**src/rtl/wave_capture_trig.sv**
```systemverilog
// Triggered wave capture: detects an edge or auto-timeout trigger on the sample stream and writes
// one decimated offset-binary frame into the idle half of a double-buffered display RAM.
module wave_capture_trig #(
    parameter int unsigned SAMPLE_WIDTH = 16,
    parameter int unsigned OUT_WIDTH    = 8,
    parameter int unsigned ADDR_BITS    = 8,
    parameter int unsigned AUTO_TIMEOUT = 4096
) (
    input  logic                           clk,
    input  logic                           reset,
    input  logic                           new_sample_ready,
    input  logic signed [SAMPLE_WIDTH-1:0] new_sample_in,
    input  logic                           wave_display_idle,
    input  logic        [1:0]              trig_mode,
    input  logic signed [SAMPLE_WIDTH-1:0] trig_level,
    input  logic        [3:0]              decim,
    output logic        [ADDR_BITS:0]      write_address,
    output logic                           write_enable,
    output logic        [OUT_WIDTH-1:0]    write_sample,
    output logic                           read_index,
    output logic                           busy
);

    localparam int unsigned TimeoutWidth = (AUTO_TIMEOUT > 0) ? $clog2(AUTO_TIMEOUT + 1) : 1;
    localparam logic [TimeoutWidth-1:0] TimeoutMax = TimeoutWidth'(AUTO_TIMEOUT);
    localparam bit AutoEn = (AUTO_TIMEOUT != 0);
    localparam logic [ADDR_BITS-1:0] LastIdx = '1;
    localparam logic [OUT_WIDTH-1:0] MsbMask = OUT_WIDTH'(1) << (OUT_WIDTH - 1);

    typedef enum logic [1:0] {StArmed, StActive, StWait} state_e;

    state_e                         state_q, state_d;
    logic signed [SAMPLE_WIDTH-1:0] prev_q, prev_d;
    logic                           prev_valid_q, prev_valid_d;
    logic        [TimeoutWidth-1:0] timeout_q, timeout_d, timeout_inc;
    logic        [ADDR_BITS-1:0]    frame_idx_q, frame_idx_d, wr_idx;
    logic        [3:0]              decim_cnt_q, decim_cnt_d;
    logic        [3:0]              decim_lat_q, decim_lat_d;
    logic                           read_index_q, read_index_d;

    logic        [ADDR_BITS:0]      write_address_q, write_address_d;
    logic                           write_enable_q, write_enable_d;
    logic        [OUT_WIDTH-1:0]    write_sample_q, write_sample_d;
    logic                           busy_q, busy_d;

    logic                           rise, fall, auto_fire, trigger, do_write;
    logic        [OUT_WIDTH-1:0]    sample_top;

    // State register
    always_ff @(posedge clk or negedge reset) begin
        if (!reset) begin
            state_q         <= StArmed;
            prev_q          <= '0;
            prev_valid_q    <= 1'b0;
            timeout_q       <= '0;
            frame_idx_q     <= '0;
            decim_cnt_q     <= '0;
            decim_lat_q     <= '0;
            read_index_q    <= 1'b0;
            write_address_q <= '0;
            write_enable_q  <= 1'b0;
            write_sample_q  <= '0;
            busy_q          <= 1'b0;
        end else begin
            state_q         <= state_d;
            prev_q          <= prev_d;
            prev_valid_q    <= prev_valid_d;
            timeout_q       <= timeout_d;
            frame_idx_q     <= frame_idx_d;
            decim_cnt_q     <= decim_cnt_d;
            decim_lat_q     <= decim_lat_d;
            read_index_q    <= read_index_d;
            write_address_q <= write_address_d;
            write_enable_q  <= write_enable_d;
            write_sample_q  <= write_sample_d;
            busy_q          <= busy_d;
        end
    end

    // Trigger detection, evaluated against the live mode/level inputs
    always_comb begin
        rise        = prev_valid_q && (prev_q < trig_level) && (new_sample_in >= trig_level);
        fall        = prev_valid_q && (prev_q >= trig_level) && (new_sample_in < trig_level);
        timeout_inc = (timeout_q == TimeoutMax) ? timeout_q : timeout_q + 1'b1;
        auto_fire   = AutoEn && (trig_mode == 2'd3) && (timeout_inc == TimeoutMax);
        unique case (trig_mode)
            2'd0:    trigger = rise;
            2'd1:    trigger = fall;
            2'd2:    trigger = rise | fall;
            default: trigger = rise | auto_fire;
        endcase
    end

    // Next-state and datapath
    always_comb begin
        state_d      = state_q;
        prev_d       = prev_q;
        prev_valid_d = prev_valid_q;
        timeout_d    = timeout_q;
        frame_idx_d  = frame_idx_q;
        decim_cnt_d  = decim_cnt_q;
        decim_lat_d  = decim_lat_q;
        read_index_d = read_index_q;
        wr_idx       = frame_idx_q;
        do_write     = 1'b0;

        if (new_sample_ready) begin
            prev_d       = new_sample_in;
            prev_valid_d = 1'b1;
        end

        unique case (state_q)
            StArmed: begin
                if (new_sample_ready) begin
                    timeout_d = timeout_inc;
                    if (trigger) begin
                        // Triggering sample is frame index 0 and decimation slot 0
                        state_d     = StActive;
                        decim_lat_d = decim;
                        decim_cnt_d = (decim == 4'd0) ? 4'd0 : 4'd1;
                        wr_idx      = '0;
                        frame_idx_d = ADDR_BITS'(1);
                        do_write    = 1'b1;
                    end
                end
            end
            StActive: begin
                if (new_sample_ready) begin
                    decim_cnt_d = (decim_cnt_q == decim_lat_q) ? 4'd0 : decim_cnt_q + 4'd1;
                    if (decim_cnt_q == 4'd0) begin
                        do_write    = 1'b1;
                        frame_idx_d = frame_idx_q + 1'b1;
                        if (frame_idx_q == LastIdx) begin
                            state_d = StWait;
                        end
                    end
                end
            end
            StWait: begin
                if (wave_display_idle) begin
                    state_d      = StArmed;
                    read_index_d = ~read_index_q;
                    prev_valid_d = 1'b0;
                    timeout_d    = '0;
                end
            end
            default: state_d = StArmed;
        endcase
    end

    // Output next-state
    always_comb begin
        sample_top      = new_sample_in[SAMPLE_WIDTH-1 -: OUT_WIDTH];
        write_enable_d  = do_write;
        write_address_d = write_address_q;
        write_sample_d  = write_sample_q;
        if (do_write) begin
            write_address_d = {~read_index_q, wr_idx};
            write_sample_d  = sample_top ^ MsbMask;
        end
        busy_d = (state_d != StArmed);
    end

    assign write_address = write_address_q;
    assign write_enable  = write_enable_q;
    assign write_sample  = write_sample_q;
    assign read_index    = read_index_q;
    assign busy          = busy_q;

endmodule

```
**config.mk**
```make
export PLATFORM = sky130hd
export DESIGN_NAME = wave_capture_trig
export DESIGN_NICKNAME = d
export VERILOG_FILES = /design/src/rtl/wave_capture_trig.sv
export SDC_FILE = /design/constraint.sdc
export NUM_CORES = 1
export LEC_CHECK = 0
export CAP_MARGIN = 20
export CORE_ASPECT_RATIO = 2
export CORE_MARGIN = 1.5
export CORE_UTILIZATION = 45
export DETAILED_ROUTE_END_ITERATION = 7
export PLACE_DENSITY = 0.66
export SYNTH_ARGS = -nofsm -noshare
export SYNTH_HDL_FRONTEND = slang
export SYNTH_SLANG_ARGS = --single-unit
```
**constraint.sdc**
```tcl
create_clock -name clk -period 7.6 [get_ports clk]
set_input_delay 0.76 -clock clk [delete_from_list [all_inputs] [get_ports clk]]
set_output_delay 0.76 -clock clk [all_outputs]
set_load 0.05 [all_outputs]
```
## Word-level counts from Yosys, hierarchy flattened

Index checks and enable logic that the tools add are counted.

- Logic and storage cells: 88
- Bits in registers: 68

- Order comparisons: 4
- Reduce and logical (&&, ||, !) cells: 17
- Bitwise logic cells: 4
- Muxes and demuxes: 34
- Add/subtract/negate cells: 3
- Equal/unequal tests: 14

Operators by type and width:

| cell | number |
|---|---|
| $mux 8 | 7 |
| $mux 13 | 3 |
| $ge 16x16->1 | 2 |
| $lt 16x16->1 | 2 |
| $eq 13x13->1 const B | 2 |
| $pmux 13 s2 | 1 |
| $mux 4 | 4 |
| $pmux 8 s2 | 1 |
| $add 13x1->13 const B | 1 |
| $mux 2 | 6 |
| $ne 2x2->1 const B | 5 |
| $add 8x1->8 const B | 1 |
| $eq 8x8->1 const B | 1 |
| $logic_not 4->1 | 2 |
| $mux 1 | 8 |
| $pmux 4 s2 | 1 |
| $eq 2x2->1 const B | 3 |
| $pmux 2 s3 | 1 |
| $reduce_and 3->1 | 2 |
| $reduce_bool 2->1 | 3 |
| $logic_and 1x1->1 | 5 |
| $reduce_and 5->1 | 1 |
| $add 4x1->4 const B | 1 |
| $eq 2x1->1 const B | 2 |
| other kinds (8) | 11 |

## Longest topological paths before layout

Gate-level depths: netlist (run 1).

- Depth after elaboration: 10
- Mapped depth: 11
- Depth with buffers taken out: 11

## Worst setup path before layout (run 1)

Ideal clock, no wire load.

- Path type: input -> register
- Start: input port trig_level[15]
- End: register write_sample_q[4], in the netlist write_sample[4]
- Slack: 4.514 ns
- Setup time: 0.125 ns
- Arrival: 2.961 ns
- Cell stages on the path: 11
- Cell sequence: inv_1 ha_1 nand4_1 nor4_2 o21ai_1 nand3_2 mux2_2 o221ai_2 a21oi_4 inv_6 mux2_4

- Cells in the longest elaborated chain, start to end: 8

Ends and longest elaborated chain:

| item | line | RTL |
|---|---|---|
| start, declared | 15 | `input logic signed [SAMPLE_WIDTH-1:0] trig_level,` |
| $lt 16x16->1 or $ge 16x16->1 (tied branches) | 82, 83 |  |
| $logic_and 1x1->1 (on tied branches) (2 in series) | 82, 83 |  |
| $or 1x1->1 (on tied branches) | 90, 89 |  |
| $pmux 1 s3 * | 86 | `unique case (trig_mode)` |
| $mux 1 * | 116 | `if (trigger) begin` |
| $mux 1 * | 114 | `if (new_sample_ready) begin` |
| $pmux 1 s2 * | 112 | `unique case (state_q)` |
| via do_write | 46 | `logic rise, fall, auto_fire, trigger, do_write;` |
| end signal, assigned | 75 | `write_sample_q <= write_sample_d;` |
| end, declared | 43 | `logic [OUT_WIDTH-1:0] write_sample_q, write_sample_d;` |

Mark *: on every way through the listed nets, which the timed path passes. The rest lies on a longest branch.
A chain may end at the register's enable or synchronous reset.

## Worst setup path after layout (run 1)

- Start: input port trig_level[15]
- End: register decim_lat_q[3]

- Cells in the longest elaborated chain, start to end: 6

Ends and longest elaborated chain:

| item | line | RTL |
|---|---|---|
| $lt 16x16->1 or $ge 16x16->1 (tied branches) | 82, 83 |  |
| $logic_and 1x1->1 (on tied branches) (2 in series) | 82, 83 |  |
| $or 1x1->1 (on tied branches) | 90, 89 |  |
| $pmux 1 s3 * | 86 |  |
| $reduce_and 3->1 (no line) * | n/a |  |
| end signal, assigned | 71 | `decim_lat_q <= decim_lat_d;` |
| end, declared | 38 | `logic [3:0] decim_lat_q, decim_lat_d;` |

Every way passes the cells marked *; elsewhere a longest branch is shown, timed or not.

==> impl_results.md, run 1 <==
- Most frequent cell after synthesis: dfrtp_1
- DR vias/cell: just under 6
- Clock root cell: clkbuf_16
- CTS buffer count: 9
- WHS Endpoint: write_address[0]$_DFFE_PN0P_
- Fin Hold WS: 0.506 ns
- Synth async-reset ratio: 100%
- Setup Skew: 0.00782 ns
- Top FF cell, synth: dfrtp_1
- Die ar.: 9810 um^2
- R2r endpoint: decim_lat_q[3]$_DFFE_PN0P_
- Maximum buffer depth of the clock tree: 2
- CP Capture Type: register
- Synth unique cells: 64
- Met3 GRT Util: under 10%
- Buf/Inv on CP: 2
- Worst-path fanout max: 14
- Dpl hpwl: 7720 um
- Synth-to-Final Area Change: 24.5%
- Startpoint types: input pin
- Vias: about 3400
- Worst Path Required: 7.81 ns
- Status: completed
- Final Hold Fails: 0
- Internal Dissipation: 1.03 mW
- Leading area contributor after synthesis: dfrtp_1
- CP peak stage delay: 0.46 ns
- Leakage power: 2.27 nW
- Mapped Avg Cell Area: 9.83 um^2
- CTS tree: built
- Fin crit period: 3.60 ns
- Logic gate share of total power: 40.0%
- Initial antenna violation count: 0
- Finished Layout Cells: 590
- Synth top area share: 41.1%
- RSZ-0062 raised after global routing: no
- TNS Setup: 0 ns
- ANT cells: 0
- GRT overflow: 0
- # setup viols final: 0
- Wire per inst: 17.4 um
- EDFF count, synth: 0
- R2r setup slk: ~4.5 ns
- GR peak layer: met2
- # DRC: 0
- Post-Syn Area: 4140 um^2
- Crit path cell chain: clkdlybuf4s50_1, inv_1, ha_1, nand4_1, nor4_2, o21ai_1, nand3_2, mux2_2, o221a_2, nor2_4, mux2_2
- Syn Inst Count: approximately 420
- Post-layout util: 57.5%
- Seq pwr share: 33.1%
- GR Layer Usage met2: between 30% and 40%
- Final GP Congestion: ~0.83
- Top Family by Delay on Critical Path: simple AND/OR/NAND/NOR gates
- Clk_lat worst skew: 0.34 ns
- CTS H-Tree Depth: 3
- Layout cells sized above 1: 12.3%
- Synthesized Nets: 500
- I/O pin total: 62
- Slowest CP cell: clkdlybuf4s50_1
- Max cap viols: 0
- Drt first-iter violations: 124
- Drt total wl: slightly above 10000 um
- Register area share after synthesis: 41.1%
- Yosys warns: 0
- VDD IR max: 0.150 mV
- Slew @ Worst Pin: just over 0.9 ns
- Rows: 49
- Reg area: 1700 um^2
- Synth area leaders: dfrtp_1, ha_1, mux2_2
- Psw: between 600 and 700 uW
- Max Clk Rate: 278 MHz
- # resized after CTS: 0
- Largest net degree at the start of global routing: 69
- Input/output buffers: between 60 and 70
- Die X: 70.8 um
- Fillers: 799
- Vias in the first global route: 3567
- Met1 global-route usage: between 20% and 30%
- Total core area: 8950 um^2
- Slew headroom: 38.9%
- Critical Setup Path Class: input pin to register
- Die Height: 139 um
- Critical Path Most Common Cell: mux2_2
- TritonRoute pass-1 iters: 4
- Final nets: 562
- Final worst setup slack: 4.00 ns
- Worst-path clk slew: ~0.06 ns
- Hold crit path type: register to register
- WP data arrival: 3.82 ns
- Clock power frac: 26.9%
- Top cells by count, synth: dfrtp_1, nand2_1, ha_1, o21ai_0, inv_1
- GRT Overall Usage: roughly 22%
- Worst r2r path cells: 9
- Placed cells: 574
- Starting Density: 46.2%
- Area of the multi-input gates: approximately 2300 um^2
- Global-route wire length before repair: 16900 um
- Cts hold-fix bufs: 0
- Routed Antenna Nets: 0
- Hold Path Origin: write_address[0]$_DFFE_PN0P_
- Sink Count: 68
- Sw Share: between 30% and 40%
- Max Slew Vio Count: 0
- FF-to-FF Start: timeout_q[0]$_DFFE_PN0P_
- Setup Fix Bufs, Post-CTS: 0
- Pwr Density: roughly 330 nW/um^2
- Hold depth: 1
- Crit share post-route: 47.4%
- Flops & latches, synth: 68
- Pre-CTS WS: 3.64 ns
==> worst max path at each step <==
| stage | end | cells after the start | start | slack [ns] |
|---|---|---|---|---|
| floorplan | write_sample[4]$_DFFE_PN0P_ | 11 | trig_level[15] | 4.51 |
| global placement | decim_lat_q[2]$_DFFE_PN0P_ | 11 | trig_level[15] | 3.76 |
| detailed placement | decim_lat_q[3]$_DFFE_PN0P_ | 11 | trig_level[15] | 3.64 |
| CTS | decim_lat_q[3]$_DFFE_PN0P_ | 11 | trig_level[15] | 3.98 |
| global route | decim_lat_q[3]$_DFFE_PN0P_ | 11 | trig_level[15] | 3.85 |
| finish | decim_lat_q[3]$_DFFE_PN0P_ | 11 | trig_level[15] | 4.00 |
==> power by group through the flow <==
stage / sequential, mW / clock (mW) / combinational [mW]
2_1_floorplan: 0.694 / 0 / 0.323
3_3_place_gp: 0.560 / 0 / 0.656
3_5_place_dp: 0.560 / 0 / 0.671
4_1_cts: 0.555 / 0.460 / 0.676
5_1_grt: 0.571 / 0.481 / 0.727
6_report: 0.555 / 0.452 / 0.671
==> cell families (layout without fill, tap and decap cells) <==
| group | Yosys count | after routing | synth area share [%] |
|---|---|---|---|
| buffers and inverters | 44 | 111 | 4.45 |
| xor gates and xnor gates | 10 | 10 | 2.12 |
| muxes | 31 | 31 | 8.68 |
| and+or+nand+nor | 129 | 129 | 16.7 |
| adders and majority gates | 37 | 37 | 11.2 |
| DFF | 68 | 68 | 41.1 |
| AOI/OAI and AO/OA | 102 | 102 | 15.7 |
==> routing by layer <==
| layer | share of wire, % | wire, um |
|---|---|---|
| met1 | 38 | 3890 |
| met2 | 54 | 5600 |
| met3 | 3.3 | 341 |
| met4 | 4.5 | 464 |
| met5 | 0 | 0 |
==> area by class of cell <==
type / count / area share [%]
multi-input combinational: 309 / 43.7
sequential: 68 / 33.0
timing repair buffer: 63 / 12.0
clock buffer: 9 / 4.37
tap: 102 / 2.48
inverter: 32 / 2.43
clock inverter: 7 / 1.94
==> sequential cells by signal, summed over array words and instances (netlist names) <==
register / cells
prev_q: 16
write_sample: 8
timeout_q: 13
prev_valid_q: 1
decim_cnt_q: 4
read_index: 1
frame_idx_q: 8
decim_lat_q: 4
write_enable: 1
write_address: 9
busy: 1
state_q: 2
==> through the flow <==
stage                     instance area, um^2  total power, mW
after global routing                     5150             1.78
after global placement                   4830             1.22
after detailed placement                 4830             1.23
after CTS                                5150             1.69
final                                    5150             1.68
after floorplan                          4140             1.02
==> cells in the final DEF, fill, tap and decap left out, types with 2 or more instances in the layout <==
cell,netlist,routed
dfrtp_1,68,68
clkdlybuf4s50_1,0,60
nand2_1,50,50
o21ai_0,37,37
ha_1,37,37
inv_1,31,31
mux2_2,23,23
a21oi_1,15,15
nor2_1,14,14
nor3_1,13,13
nand4_1,10,10
o22ai_1,9,9
xnor2_1,9,9
a31oi_1,9,9
clkbuf_16,0,9
nand3_1,8,8
nand2b_1,7,7
a21o_1,7,7
mux2i_1,4,4
o31ai_1,4,4
and3_1,4,4
mux2_4,4,4
nand3_2,3,3
nor2b_1,3,3
clkinvlp_4,0,3
o211ai_1,2,2
a211oi_1,2,2
o21a_1,2,2
inv_6,1,2
bufinv_16,0,2
buf_4,1,2
==> worst reg2reg max path: stages (launching register included) <==
cell and delay (ns):
dfrtp_1 0.48, ha_1 0.28, nand3_2 0.24, nor2_1 0.28, xnor2_1 0.16, a31oi_1 0.11
or4_4 0.55, o221a_2 0.18, nor2_4 0.31, mux2_2 0.39
Note: power is estimated with default switching activity, not from simulation.
==> inputs of run 2 (changes only) <==
==> constraint.sdc (replaced) <==
create_clock -name clk -period 3.76 [get_ports clk]
set_input_delay 0.376 -clock clk [delete_from_list [all_inputs] [get_ports clk]]
set_output_delay 0.376 -clock clk [all_outputs]
set_load 0.05 [all_outputs]
==> run 2 against run 1 <==
Effect of this change: flip-flop and latch count unchanged; combinational power increased by 100%; largest cell class unchanged; die area stayed put; largest power group unchanged; critical endpoint is now write_sample[6]$_DFFE_PN0P_.
==> impl_results.md, run 2 (synthesis results as in run 1) <==
- Seq pwr share: 33.6%
- Maximum buffer depth of the clock tree: 2
- Sink Count: 68
- Sw Share: approximately two fifths
- Fin crit period: 3.09 ns
- CTS tree: built
- Drt first-iter violations: 138
- CTS buffer count: 9
- Number of flip-flops in the largest register: 16
- TNS Setup: 0 ns
- Logic gate share of total power: 40.8%
- Die X: 70.8 um
- Vias: 3409
- Starting Density: 46.2%
- Rows: 49
- # DRC: 0
- Most flops, register: prev_q
- FF-to-FF Start: timeout_q[0]$_DFFE_PN0P_
- DR vias/cell: 5.76
- Total core area: 8950 um^2
- Worst r2r path cells: 10
- Setup Skew: 0.00684 ns
- Largest net degree at the start of global routing: 46
- Worst-path clk slew: 0.05 ns
- Setup Fix Bufs, Post-CTS: 0
- Die ar.: 9810 um^2
- Slew headroom: 37.0%
- Most frequent cells in the layout: dfrtp_1, clkdlybuf4s50_1, nand2_1, o21ai_0, ha_1
- GRT Overall Usage: roughly 22%
- Worst setup path end: write_sample[6]$_DFFE_PN0P_
- Slew @ Worst Pin: 0.946 ns
- Vias in the first global route: 3512
- GRT overflow: 0
- Crit share post-route: 82.2%
- Worst Path Required: 3.98 ns
- CTS H-Tree Depth: 3
- Input/output buffers: 61
- Status: completed
- Final GP Congestion: between 0.8 and 0.9
- Pwr Density: roughly 650 nW/um^2
- Max Clk Rate: 323 MHz
- Clk_lat worst skew: 0.34 ns
- Dpl hpwl: 8010 um
- Global-route wire length before repair: 16900 um
- Wire per inst: ~17 um
- CP Capture Type: register
- Final Hold Fails: 0
- Cts hold-fix bufs: 0
- Total power: 3.34 mW
- Startpoint types: input pin
- I/O pin total: 62
- Worst-path fanout max: 10
- Layout cells sized above 1: about an eighth
- Max cap viols: 0
- Clock root cell: clkbuf_16
- Clock power frac: 25.6%
- Synth-to-Final Area Change: 24.4%
- Internal Dissipation: 2.04 mW
- R2r endpoint: write_sample[6]$_DFFE_PN0P_
- Leakage power: 2.28 nW
- Initial antenna violation count: 0
- Psw: approximately 1.3 mW
- Critical Setup Path Class: input pin to register
- Setup crit start: trig_level[15]
- Most common cell after layout, fill and taps aside: dfrtp_1
- Die Height: 139 um
- Fillers: 795
- VDD IR max: between 0.3 and 0.4 mV
- Final nets: approximately 560
- RSZ-0062 raised after global routing: no
- Hold crit path type: input pin to async pin
- Max Slew Vio Count: 0
- ANT cells: 0
- Routed Antenna Nets: 0
- R2r setup slk: ~0.8 ns
- WP data arrival: between 3 and 4 ns
- # setup viols final: 0
- # resized after CTS: 0
- Drt total wl: 10400 um
- TritonRoute pass-1 iters: 4
[run 2: metrics by stage]
step | worst slack, ns | area, um^2 | instances | utilization, % | hold WS (ns)
final | 0.668 | 5140 | 592 | 57.5 | 0.0191
after global routing | 0.363 | 5140 | 592 | 57.5 | 0.0602
after CTS | 0.640 | 5140 | 592 | 57.5 | 0.0350
after detailed placement | 0.306 | 4840 | 576 | 54.1 | 0.390
after global placement | 0.434 | 4840 | 576 | 54.1 | 0.382
after floorplan | 1.06 | 4140 | 421 | - | 0.0804
[run 2: worst max-delay path, cell delays in order]
cell and delay [ns]:
clkdlybuf4s50_1 0.46, inv_1 0.06, ha_1 0.34, nand4_1 0.20
nor4_2 0.36, o21ai_1 0.13, nand3_2 0.10, mux2i_1 0.26
o221ai_2 0.18, a21oi_4 0.41, inv_6 0.10, mux2_4 0.32
[run 2: layout make-up]
cell class	count	area, um^2	area share (%)
multi-input cells	309	2250	43.8
flip-flops and latches	68	1700	33.1
repair buffers	65	636	12.4
clock buffers	12	256	4.99
well taps	102	128	2.48
inverters	32	125	2.43
clock inverters	4	47.5	0.924
[run 2: worst min-delay path by stage]
stage	from	to	slack (ns)	cells past startpoint
finish	reset	busy$_DFF_PN0_	0.02	1
global route	reset	busy$_DFF_PN0_	0.06	1
CTS	reset	busy$_DFF_PN0_	0.03	1
detailed placement	reset	busy$_DFF_PN0_	0.39	1
global placement	reset	busy$_DFF_PN0_	0.38	1
floorplan	reset	busy$_DFF_PN0_	0.08	0
[run 2: metal layers]
layer / global-route usage, % / wire length (um) / part of all wire, % / up-vias
li1: - / - / - / 1648
met2: 39.7 / 5800 / 56 / 91
met1: 23.8 / 3860 / 37 / 1644
met4: 11.0 / 327 / 3.2 / 0
met3: 3.78 / 367 / 3.5 / 26
met5: 0 / 0 / 0 / -
[run 2: power by group through the flow]
| stage | clock network, mW | logic [mW] | registers (mW) |
|---|---|---|---|
| after floorplan | 0 | 0.653 | 1.40 |
| after global placement | 0 | 1.33 | 1.13 |
| after detailed placement | 0 | 1.37 | 1.13 |
| after CTS | 0.872 | 1.38 | 1.12 |
| after global routing | 0.903 | 1.48 | 1.15 |
| final | 0.856 | 1.36 | 1.12 |
==> inputs of run 3 (changes only) <==
--- a/config.mk
+++ b/config.mk
@@ -10,7 +10,7 @@
 export CORE_MARGIN = 1.5
 export CORE_UTILIZATION = 45
 export DETAILED_ROUTE_END_ITERATION = 7
-export PLACE_DENSITY = 0.66
+export PLACE_DENSITY = 0.69
 export SYNTH_ARGS = -nofsm -noshare
 export SYNTH_HDL_FRONTEND = slang
 export SYNTH_SLANG_ARGS = --single-unit
==> constraint.sdc (replaced) <==
create_clock -name clk -period 2.7 [get_ports clk]
set_input_delay 0.27 -clock clk [delete_from_list [all_inputs] [get_ports clk]]
set_output_delay 0.27 -clock clk [all_outputs]
set_load 0.05 [all_outputs]
==> run 3 against run 2 <==
Effect of this change: the flow now finishes with violations (setup timing); setup slack worse by 0.75 ns; register-to-register slack lost 0.87 ns; die area unchanged; largest cell class unchanged.
==> impl_results.md, run 3 (synthesis results as in run 1) <==
- Maximum buffer depth of the clock tree: 2
- Setup crit start: prev_q[14]$_DFFE_PN0P_
- Internal Dissipation: 3.12 mW
- Psw: approximately 1.9 mW
- Number of flip-flops in the largest register: 16
- Most flops, register: prev_q
- Input/output buffers: 61
- RSZ-0062 raised after global routing: yes
- R2r endpoint: decim_lat_q[1]$_DFFE_PN0P_
- Leakage power: 2.61 nW
- Placed cells: 616
- # setup viols final: 16
- Die X: 70.8 um
- Largest net degree at the start of global routing: 49
- Fin Hold WS: roughly 0.45 ns
- Startpoint types: register
- Placed cell area: 5170 um^2
- Drt first-iter violations: 155
- Worst Path Required: 2.92 ns
- Finished Layout Cells: ~640
- I/O pin total: between 60 and 70
- Failing checks: setup timing
- Starting Density: roughly 46%
- CTS tree: built
- GRT overflow: 0
- Post-route cell area: 5750 um^2
- Fin crit period: 2.78 ns
- Global-route wire length before repair: 18300 um
- Vias in the first global route: 3860
- GRT Overall Usage: between 20 and 25%
- Final nets: about 610
- # DRC: 0
- Worst r2r path cells: 10
- Critical Setup Path Class: register to register
- Logic gate share of total power: 43.0%
- Clock root cell: clkbuf_16
- Layout cells sized above 1: 23.6%
- Final Hold Fails: 0
- Worst-path clk slew: 0.06 ns
- Routed Antenna Nets: 0
- Rows: slightly below 50
- Most frequent cells in the layout: dfrtp_1, clkdlybuf4s50_1, nand2_1, buf_4, o21ai_0
- Critical Path Most Common Cell: mux2_4
- Crit share post-route: 103%
- Sw Share: 37.9%
- TNS Setup: -0.621 ns
- Crit path cell chain: ha_4, nand4_1, nor4_2, o21ai_1, nand3_2, mux2_4, o221a_4, nor2_4, buf_12, mux2_4
- CP Capture Type: register
- ANT cells: 0
- Pre-CTS WS: -0.489 ns
- VDD IR max: around 0.67 mV
- Die ar.: 9810 um^2
- WP data arrival: 3.00 ns
- Die Height: 139 um
- Dpl hpwl: 8590 um
- CTS buffer count: 9
- Seq pwr share: 31.2%
- Pwr Density: 872 nW/um^2
- R2r setup slk: -0.08 ns
- FF-to-FF Start: prev_q[14]$_DFFE_PN0P_
- Slew @ Worst Pin: 0.593 ns
- Sink Count: 68
- Clk_lat worst skew: around 0.33 ns
- Max Clk Rate: 359 MHz
- Clock power frac: 25.8%
- Status: complete, but fails checks
- Drt total wl: around 12000 um
- Vias: 3676
- CTS H-Tree Depth: 3
- Synth-to-Final Area Change: 39.1%
- CP peak stage delay: 0.42 ns
- Initial antenna violation count: 0
- Final worst setup slack: -0.0826 ns
- Slew headroom: 60.4%
- Max cap viols: 0
- Hold crit path type: input pin to async pin
- Wire per inst: 18.2 um
- Total core area: 8950 um^2
- TritonRoute pass-1 iters: 4
- DR vias/cell: roughly 5.8
- Slowest CP cell: dfrtp_1
- Worst-path fanout max: 6
- Max Slew Vio Count: 0
- Setup Skew: 0.00742 ns
- Most common cell after layout, fill and taps aside: dfrtp_1
- Final GP Congestion: 0.903
- Fillers: ~740
- Worst setup path end: decim_lat_q[1]$_DFFE_PN0P_
-- run 3: cell types whose count changed in the layout (fill, tap and decap cells not counted), moves of 5 or more --
| cell | delta |
|---|---|
| clkdlybuf4s50_1 | -9 |
| mux2_4 | +5 |
| inv_1 | -9 |
| ha_4 | +8 |
| mux2_2 | -5 |
| dlygate4sd2_1 | +5 |
| buf_4 | +39 |
| ha_1 | -8 |
| inv_2 | +9 |
-- run 3: worst min path at each step --
stage                                  to  slack [ns]  depth (start not counted)
2_1_floorplan              busy$_DFF_PN0_       -0.03                          0
3_3_place_gp               busy$_DFF_PN0_        0.28                          1
3_5_place_dp               busy$_DFF_PN0_        0.28                          1
4_1_cts        decim_lat_q[0]$_DFFE_PN0P_        0.46                          2
5_1_grt        decim_lat_q[0]$_DFFE_PN0P_        0.48                          2
6_report       decim_lat_q[0]$_DFFE_PN0P_        0.45                          2
-- run 3: stage by stage --
stage / util [%] / power (mW)
after floorplan: - / 2.86
after global placement: 57.7 / 3.58
after detailed placement: 57.7 / 3.64
after CTS: 62.8 / 5.00
after global routing: 64.3 / 5.28
final: 64.3 / 5.02
-- run 3: per-layer routing --
metal  GRT usage (%)  share of wire, %
met1            24.9                36
met2            43.8                57
met3            3.85               2.4
met4            14.3               4.6
met5               0                 0
-- run 3: power groups by stage --
stage               clock network [mW]  logic, mW  registers, mW
floorplan                            0      0.909           1.95
global placement                     0       2.02           1.56
detailed placement                   0       2.07           1.57
CTS                               1.31       2.13           1.56
global route                      1.36       2.32           1.60
finish                            1.30       2.16           1.56
-- run 3: layout make-up --
class	instances	area, um^2	share of cell area (%)
timing repair buffer	112	1050	18.2
clock inverter	3	68.8	1.20
tap	102	128	2.22
clock buffer	13	260	4.52
multi-input combinational	309	2420	42.1
inverter	32	128	2.22
sequential	68	1700	29.6
-- run 3: repair_timing --
item | 4_1_cts | 5_1_grt
pin swaps | 12 | 14
gates cloned | 0 | 1
endpoints found under the hold margin | 20 | 0
buffers inserted | 2 | 4
gates resized for setup | 29 | 20
endpoints found under the setup margin | 31 | 35
hold buffers | 1 | 0
-- run 3: worst max-delay path: cells and delay by family (launching register included) --
family	cells	cell delay [ns]
adder cells (fa/ha/maj)	1	0.28
multiplexers	2	0.62
buffers and inverters	1	0.14
flip-flops	1	0.42
AND/OR/NAND/NOR	4	0.75
AO/OA/AOI/OAI	2	0.45
